<file path="config.mk">
export PLATFORM = sky130hd
export DESIGN_NAME = key_debounce_toggle
export DESIGN_NICKNAME = d
export VERILOG_FILES = /design/src/rtl/key_debounce_toggle.sv
export SDC_FILE = /design/constraint.sdc
export NUM_CORES = 1
export LEC_CHECK = 0
export ABC_AREA = 1
export BUFFER_PORTS_ARGS = -buffer_cell sky130_fd_sc_hd__buf_2
export CORE_ASPECT_RATIO = 1.4
export CORE_MARGIN = 2
export CORE_UTILIZATION = 55
export DETAILED_ROUTE_END_ITERATION = 8
export PLACE_DENSITY = 0.74
export SLEW_MARGIN = 20
export SYNTH_ARGS = -nofsm -noshare
export SYNTH_HDL_FRONTEND = slang
export SYNTH_SLANG_ARGS = --single-unit
</file>
<file path="constraint.sdc">
create_clock -name clk -period 2.7 [get_ports clk]
set_input_delay 0.54 -clock clk [delete_from_list [all_inputs] [get_ports clk]]
set_output_delay 0.54 -clock clk [all_outputs]
set_load 0.05 [all_outputs]
</file>
<file path="src/rtl/key_debounce_toggle.sv">
// Purpose: per-key 2-flop synchronizer, stability-count debouncer, press/release pulses and toggle latch.
// Latency: a held key_raw change reaches key_level STABLE_CYCLES+2 edges later; pulses and toggle update on that same edge.
// Backpressure: none; free-running, every output is a register refreshed each cycle.
module key_debounce_toggle #(
    parameter int N_KEYS        = 3,
    parameter int STABLE_CYCLES = 8
) (
    input  logic              clk,
    input  logic              rst,
    input  logic [N_KEYS-1:0] key_raw,
    output logic [N_KEYS-1:0] key_level,
    output logic [N_KEYS-1:0] key_press,
    output logic [N_KEYS-1:0] key_release,
    output logic [N_KEYS-1:0] key_toggle
);

    localparam int CNT_W = $clog2(STABLE_CYCLES);
    // The counter saturates here: reaching it on a mismatch accepts the new level.
    localparam logic [CNT_W-1:0] CNT_MAX = CNT_W'(STABLE_CYCLES - 1);

    logic [N_KEYS-1:0] sync1;
    logic [N_KEYS-1:0] sync2;
    logic [CNT_W-1:0]  cnt [N_KEYS];

    // Two-flop synchronizer bringing the asynchronous buttons into clk.
    always_ff @(posedge clk) begin
        if (rst) begin
            sync1 <= '0;
            sync2 <= '0;
        end else begin
            sync1 <= key_raw;
            sync2 <= sync1;
        end
    end

    // Per-key debounce: count consecutive mismatches, accept on the last one,
    // and emit the edge pulses and toggle on the same edge the level moves.
    always_ff @(posedge clk) begin
        if (rst) begin
            key_level   <= '0;
            key_press   <= '0;
            key_release <= '0;
            key_toggle  <= '0;
            for (int i = 0; i < N_KEYS; i++) begin
                cnt[i] <= '0;
            end
        end else begin
            key_press   <= '0;
            key_release <= '0;
            for (int i = 0; i < N_KEYS; i++) begin
                if (sync2[i] == key_level[i]) begin
                    // Input agrees with the accepted level: any partial run was a glitch.
                    cnt[i] <= '0;
                end else if (cnt[i] == CNT_MAX) begin
                    key_level[i]   <= sync2[i];
                    cnt[i]         <= '0;
                    key_press[i]   <= sync2[i];
                    key_release[i] <= ~sync2[i];
                    if (sync2[i]) begin
                        key_toggle[i] <= ~key_toggle[i];
                    end
                end else begin
                    cnt[i] <= cnt[i] + 1'b1;
                end
            end
        end
    end

endmodule

</file>
==> flow_metrics.env, run 1 <==
export IMPL_drive_above_1_share_pct=16.7
export IMPL_slew_viol_final=0
export IMPL_grtUsageTotal_pct=15.6
export IMPL_diodes=0
export IMPL_gp_congestion=0.714
export IMPL_fin_crit_ps=1490
export IMPL_final_cells=159
export IMPL_fin_crit_sh_pct=55.3
export IMPL_post_route_util_pct=64.3
export IMPL_cts_resized=0
export IMPL_firstDrtPassIters=4
export IMPL_rows=19
export IMPL_drv_cap=0
export IMPL_coreArea_um2=1900
export IMPL_first_iter_violations=5
export IMPL_tns_ps=0
export IMPL_p_leak_nw=0.643
export IMPL_numCtsBuffers=3
export IMPL_start_util_pct=56.9
export IMPL_power_total_uw=625
export IMPL_postCtsHoldBufs=0
export IMPL_post_cts_setup_buffer_count=0
export IMPL_dpl_cell_area_um2=1200
export IMPL_clockBufferDepth=2
export IMPL_hold_ws_ps=407
export IMPL_rrSetupSlack_ps=1300
export IMPL_htree_levels=1
export IMPL_crit_buf_inv=1
export IMPL_crit_slowest_cell="dfxtp_1"
export IMPL_crit_type="reg -> out"
export IMPL_die_h_um=56.5
export IMPL_syn_to_final_growth_pct=12.9
export IMPL_first_global_vias=738
export IMPL_vias=763
export IMPL_ys_seq_area_share_pct=58.3
export IMPL_syn_cell_area_um2=1080
export IMPL_layout_common_cells="inv_1, nor2_1, dfxtp_1"
export IMPL_ir_drop_mv=0.358
export IMPL_post_place_ws_ps=1290
export IMPL_dp_cells=155
export IMPL_wl_um=1590
export IMPL_dp_hpwl_um=1290
export IMPL_outcome="finished, final reports clean"
export IMPL_power_density_nw_per_um2=511
export IMPL_layout_nets=154
export IMPL_grt_pass1_wl_um=2830
export IMPL_numClockSinks=27
export IMPL_overflow=0
export IMPL_yosys_warnings=0
export IMPL_die_x_um=41.5
export IMPL_synthCells=114
export IMPL_cts_root_buffer="clkbuf_4"
export IMPL_avgViaCountPerCell=4.80
export IMPL_wl_per_cell_um=9.99
export IMPL_max_freq_mhz=670
export IMPL_fill_cells=171
export IMPL_ios=17
export IMPL_cpPeakStageDelay_ps=370
export IMPL_hold_viol=0
export IMPL_fin_area_um2=1220
export IMPL_setup_ws_ps=1210
export IMPL_worstSkewPairLatency_ps=310
export IMPL_fin_worst_skew_ps=9.18
export IMPL_dieArea_um2=2340
export IMPL_cts_tree="yes"
export IMPL_rsz0062_at_grt="no"
export IMPL_cp_cell_sequence="buf_2"
export IMPL_antenna_left=0
export IMPL_drc=0
export IMPL_worstPathArrival_ps=950
export IMPL_setup_viol=0
export IMPL_synthDistinctLibCells=14
export IMPL_synth_seq_cells=27
export IMPL_cp_end_kind="primary output"
export IMPL_hold_path_class="reg -> reg"
export IMPL_required_ps=2160
export IMPL_cp_max_fo=3
export IMPL_crit_family="flip-flops"
export IMPL_critPathLaunchType="flip-flop"
export IMPL_port_buffers=16
export IMPL_cts_clk_slew_worst_paths_ps=130
export IMPL_grt_max_degree=15
export IMPL_antenna_found_initial=0
export IMPL_syn_area_per_cell_um2=9.49
## worst paths after layout
| check | depth (start not counted) | start | endpoint |
|---|---|---|---|
| setup / recovery | 1 | key_level[1]$_SDFFE_PP0N_ | key_level[1] |
| hold / removal | 2 | sync1[2]$_SDFF_PP0_ | sync2[2]$_SDFF_PP0_ |
| setup reg to reg | 5 | cnt[1][0]$_SDFFCE_PN0P_ | cnt[1][0]$_SDFFCE_PN0P_ |
| hold reg to reg | 2 | sync1[2]$_SDFF_PP0_ | sync2[2]$_SDFF_PP0_ |
## cells by family (layout without fill, tap and decap cells)
family | count (synthesis) | count (layout) | synth area share [%]
adder cells (fa/ha/maj) | 10 | 10 | 11.6
other | 1 | 6 | 0.346
buffers and inverters | 24 | 43 | 9.02
AO/OA/AOI/OAI | 4 | 4 | 1.85
AND/OR/NAND/NOR | 48 | 48 | 19.0
flip-flops | 27 | 27 | 58.3
## cell type report
cell class / count / area, um2 / area share (%)
inverters: 23 / 86.3 / 7.06
well taps: 21 / 26.3 / 2.15
multi-input cells: 68 / 373 / 30.5
clock buffers: 4 / 26.3 / 2.15
repair buffers: 16 / 80.1 / 6.55
flip-flops and latches: 27 / 631 / 51.6
## state kept, by name (all words and copies together) (netlist names)
name and cells:
key_release 3, key_press 3, key_toggle 3, key_level 3
sync1 3, cnt 9, sync2 3
## report_power, final
group	switching, mW	internal (mW)	leakage (nW)
Combinational	0.0192	0.0107	0.383
Clock	0.106	0.0577	0.0150
Sequential	0.00390	0.427	0.245
## cell usage after synthesis
cell type	number	area [um2]
nand2_2	2	12.5
a21oi_1	4	20.0
edfxtp_1	9	270
dfxtp_1	18	360
inv_1	23	86.3
nand3_1	6	30.0
nor3_1	2	10.0
nand2_1	11	41.3
conb_1	1	3.75
nand4_1	2	12.5
nor2_2	2	12.5
nor2_1	23	86.3
buf_6	1	11.3
ha_1	10	125
## metal layers
| metal | global-route usage, % | vias up | wire length (um) |
|---|---|---|---|
| met2 | 28.6 | 12 | 902 |
| met1 | 16.4 | 351 | 615 |
| met5 | 0 | - | 0 |
| met4 | 9.22 | 0 | 16 |
| met3 | 2.25 | 2 | 55 |
| li1 | - | 398 | - |
(Power assumes the default switching activity.)
==> run 2, diff against run 1 <==
Settings changed: ABC_AREA 1 to 0, CORE_UTILIZATION 55 to 54, PLACE_DENSITY 0.74 to 0.72.
Clock period 2.7 ns to 1.55 ns, I/O delays scaled along.
==> run 2 against run 1 <==
Clock power increased by 74%. Critical endpoint is now cnt[1][1]$_SDFFCE_PN0P_. Flip-flop and latch count unchanged. Combinational power increased by 53%. Non-clock buffer count unchanged. Largest cell class unchanged. Clock skew decreased by 6.8 ps. Count of clock-buffer cells in the layout decreased by 1.
==> flow_metrics.env, run 2 <==
export IMPL_worstSkewPairLatency_ps=310
export IMPL_dp_cells=127
export IMPL_htree_levels=1
export IMPL_crit_type="reg -> reg"
export IMPL_switching_power_uw=218
export IMPL_worstHoldPathCells=2
export IMPL_cp_max_fo=5
export IMPL_cpPeakStageDelay_ps=420
export IMPL_first_iter_violations=13
export IMPL_dpl_cell_area_um2=1230
export IMPL_grt_max_degree=25
export IMPL_dieArea_um2=2470
export IMPL_fill_cells=159
export IMPL_hold_viol=0
export IMPL_crit_family="adder cells"
export IMPL_grt_pass1_wl_um=2390
export IMPL_coreArea_um2=1970
export IMPL_fin_crit_sh_pct=89.3
export IMPL_post_cts_setup_buffer_count=0
export IMPL_numClockSinks=27
export IMPL_die_x_um=42.6
export IMPL_internal_power_uw=861
export IMPL_ir_drop_mv=0.707
export IMPL_largest_reg_flops=9
export IMPL_slew_viol_final=0
export IMPL_drc=0
export IMPL_clockBufferDepth=2
export IMPL_power_density_nw_per_um2=858
export IMPL_overflow=0
export IMPL_cts_resized=0
export IMPL_tns_ps=0
export IMPL_yosys_area_top_type="dfxtp_1"
export IMPL_fin_worst_skew_ps=2.39
export IMPL_path_depth=3
export IMPL_power_frac_clock_pct=26.2
export IMPL_synth_enable_flop_cells=9
export IMPL_avgViaCountPerCell=5.04
export IMPL_first_global_vias=648
export IMPL_pwr_share_comb_pct=4.2
export IMPL_post_route_util_pct=63.7
export IMPL_swShare_pct=20.2
export IMPL_fin_area_um2=1260
export IMPL_cts_clk_slew_worst_paths_ps=130
export IMPL_dp_hpwl_um=1060
export IMPL_required_ps=1610
export IMPL_timing_critical_path_mode_cell="ha_1"
export IMPL_drv_cap=0
export IMPL_cts_root_buffer="clkbuf_4"
export IMPL_async_reset_ff_share_pct=0
export IMPL_critPathLaunchType="flip-flop"
export IMPL_fin_crit_ps=1380
export IMPL_gp_congestion=0.729
export IMPL_layout_common_cells="dfxtp_1, buf_2, ha_1"
export IMPL_antenna_found_initial=0
export IMPL_synthDistinctLibCells=24
export IMPL_diodes=0
export IMPL_synthTopCellsByArea="dfxtp_1, edfxtp_1, ha_1, and2b_1, and2_1"
export IMPL_final_cells=131
export IMPL_numCtsBuffers=3
export IMPL_synth_common_cells="dfxtp_1, ha_1, edfxtp_1, and2b_1, and2_1"
export IMPL_die_h_um=58.0
export IMPL_p_leak_nw=0.587
export IMPL_syn_to_final_growth_pct=11.7
export IMPL_setup_viol=0
export IMPL_wl_per_cell_um=10.8
export IMPL_outcome="finished, final reports clean"
export IMPL_firstDrtPassIters=2
export IMPL_synth_most_common_cell="dfxtp_1"
export IMPL_synth_top_area_share_pct=32.0
export IMPL_vias=660
export IMPL_mostFrequentLayoutCell="dfxtp_1"
export IMPL_hold_path_class="in -> reg"
export IMPL_pwr_share_seq_pct=69.6
export IMPL_antenna_left=0
export IMPL_cp_cell_sequence="ha_1, ha_1, nand3b_1"
export IMPL_cts_tree="yes"
export IMPL_drive_above_1_share_pct=26.4
export IMPL_layout_nets=126
export IMPL_wl_um=1410
export IMPL_rsz0062_at_grt="no"
export IMPL_synth_seq_cells=27
export IMPL_start_util_pct=57.1
export IMPL_yosys_most_used_dff="dfxtp_1"
export IMPL_yosys_warnings=0
export IMPL_postCtsHoldBufs=0
export IMPL_ys_seq_area_share_pct=56.0
export IMPL_grtUsageTotal_pct=13.0
export IMPL_worstPathArrival_ps=1440
export IMPL_synthCells=87
export IMPL_syn_area_per_cell_um2=12.9
export IMPL_top_register="cnt"
export IMPL_crit_buf_inv=0
export IMPL_crit_slowest_cell="edfxtp_1"
export IMPL_cp_end_kind="flip-flop"
export IMPL_max_freq_mhz=722
export IMPL_port_buffers=16
export IMPL_rows=19
export IMPL_syn_cell_area_um2=1130
export IMPL_reg2reg_depth=3
export IMPL_ios=17
-- run 2: worst reg2reg max path: cells and delay by family (launching register included) --
family	cells	cell delay, ps
AND/OR/NAND/NOR	1	240
flip-flops	1	420
adder cells (fa/ha/maj)	2	470
-- run 2: through the flow --
stage               hold WS (ps)  setup WS [ps]  power, mW
floorplan                    411           27.2      0.804
global placement             414            199      0.812
detailed placement           422            173      0.813
CTS                          183            156       1.10
global route                 185           41.3       1.14
finish                       193            166       1.08
-- run 2: final timing paths --
kind	from	end	slack, ps
max	cnt[1][0]$_SDFFCE_PN0P_	cnt[1][1]$_SDFFCE_PN0P_	170
min	key_raw[1]	sync1[1]$_SDFF_PP0_	190
max reg2reg	cnt[1][0]$_SDFFCE_PN0P_	cnt[1][1]$_SDFFCE_PN0P_	170
min reg2reg	sync1[1]$_SDFF_PP0_	sync2[1]$_SDFF_PP0_	450
-- run 2: layout make-up --
| cell class | instances | area, um2 | share of cell area [%] |
|---|---|---|---|
| multi-input cells | 60 | 480 | 38.2 |
| clock buffers | 3 | 22.5 | 1.79 |
| repair buffers | 16 | 80.1 | 6.37 |
| clock inverters | 1 | 5.00 | 0.398 |
| well taps | 21 | 26.3 | 2.09 |
| inverters | 3 | 11.3 | 0.896 |
| flip-flops and latches | 27 | 632 | 50.2 |
-- run 2: logic make-up (layout without fill, tap and decap cells) --
| logic type | Yosys count | after routing | synth area share [%] |
|---|---|---|---|
| flip-flops | 27 | 27 | 56.0 |
| adder cells (fa/ha/maj) | 10 | 10 | 11.1 |
| AO/OA/AOI/OAI | 9 | 9 | 6.22 |
| buffers and inverters | 5 | 23 | 3.00 |
| AND/OR/NAND/NOR | 35 | 35 | 23.3 |
| other | 1 | 6 | 0.333 |
-- run 2: power groups by stage --
stage          logic, mW  registers [mW]  clock network, mW
2_1_floorplan     0.0372           0.766                  0
3_3_place_gp      0.0452           0.766                  0
3_5_place_dp      0.0457           0.767                  0
4_1_cts           0.0463           0.751              0.301
5_1_grt           0.0529           0.753              0.330
6_report          0.0458           0.751              0.283
-- run 2: metal layers --
layer | share of wire (%) | up-vias | GRT usage, %
met5 | 0 | - | 0
met4 | 1.2 | 0 | 8.04
met3 | 2.7 | 2 | 1.87
met2 | 47 | 11 | 22.0
met1 | 49 | 301 | 15.4
li1 | - | 346 | -
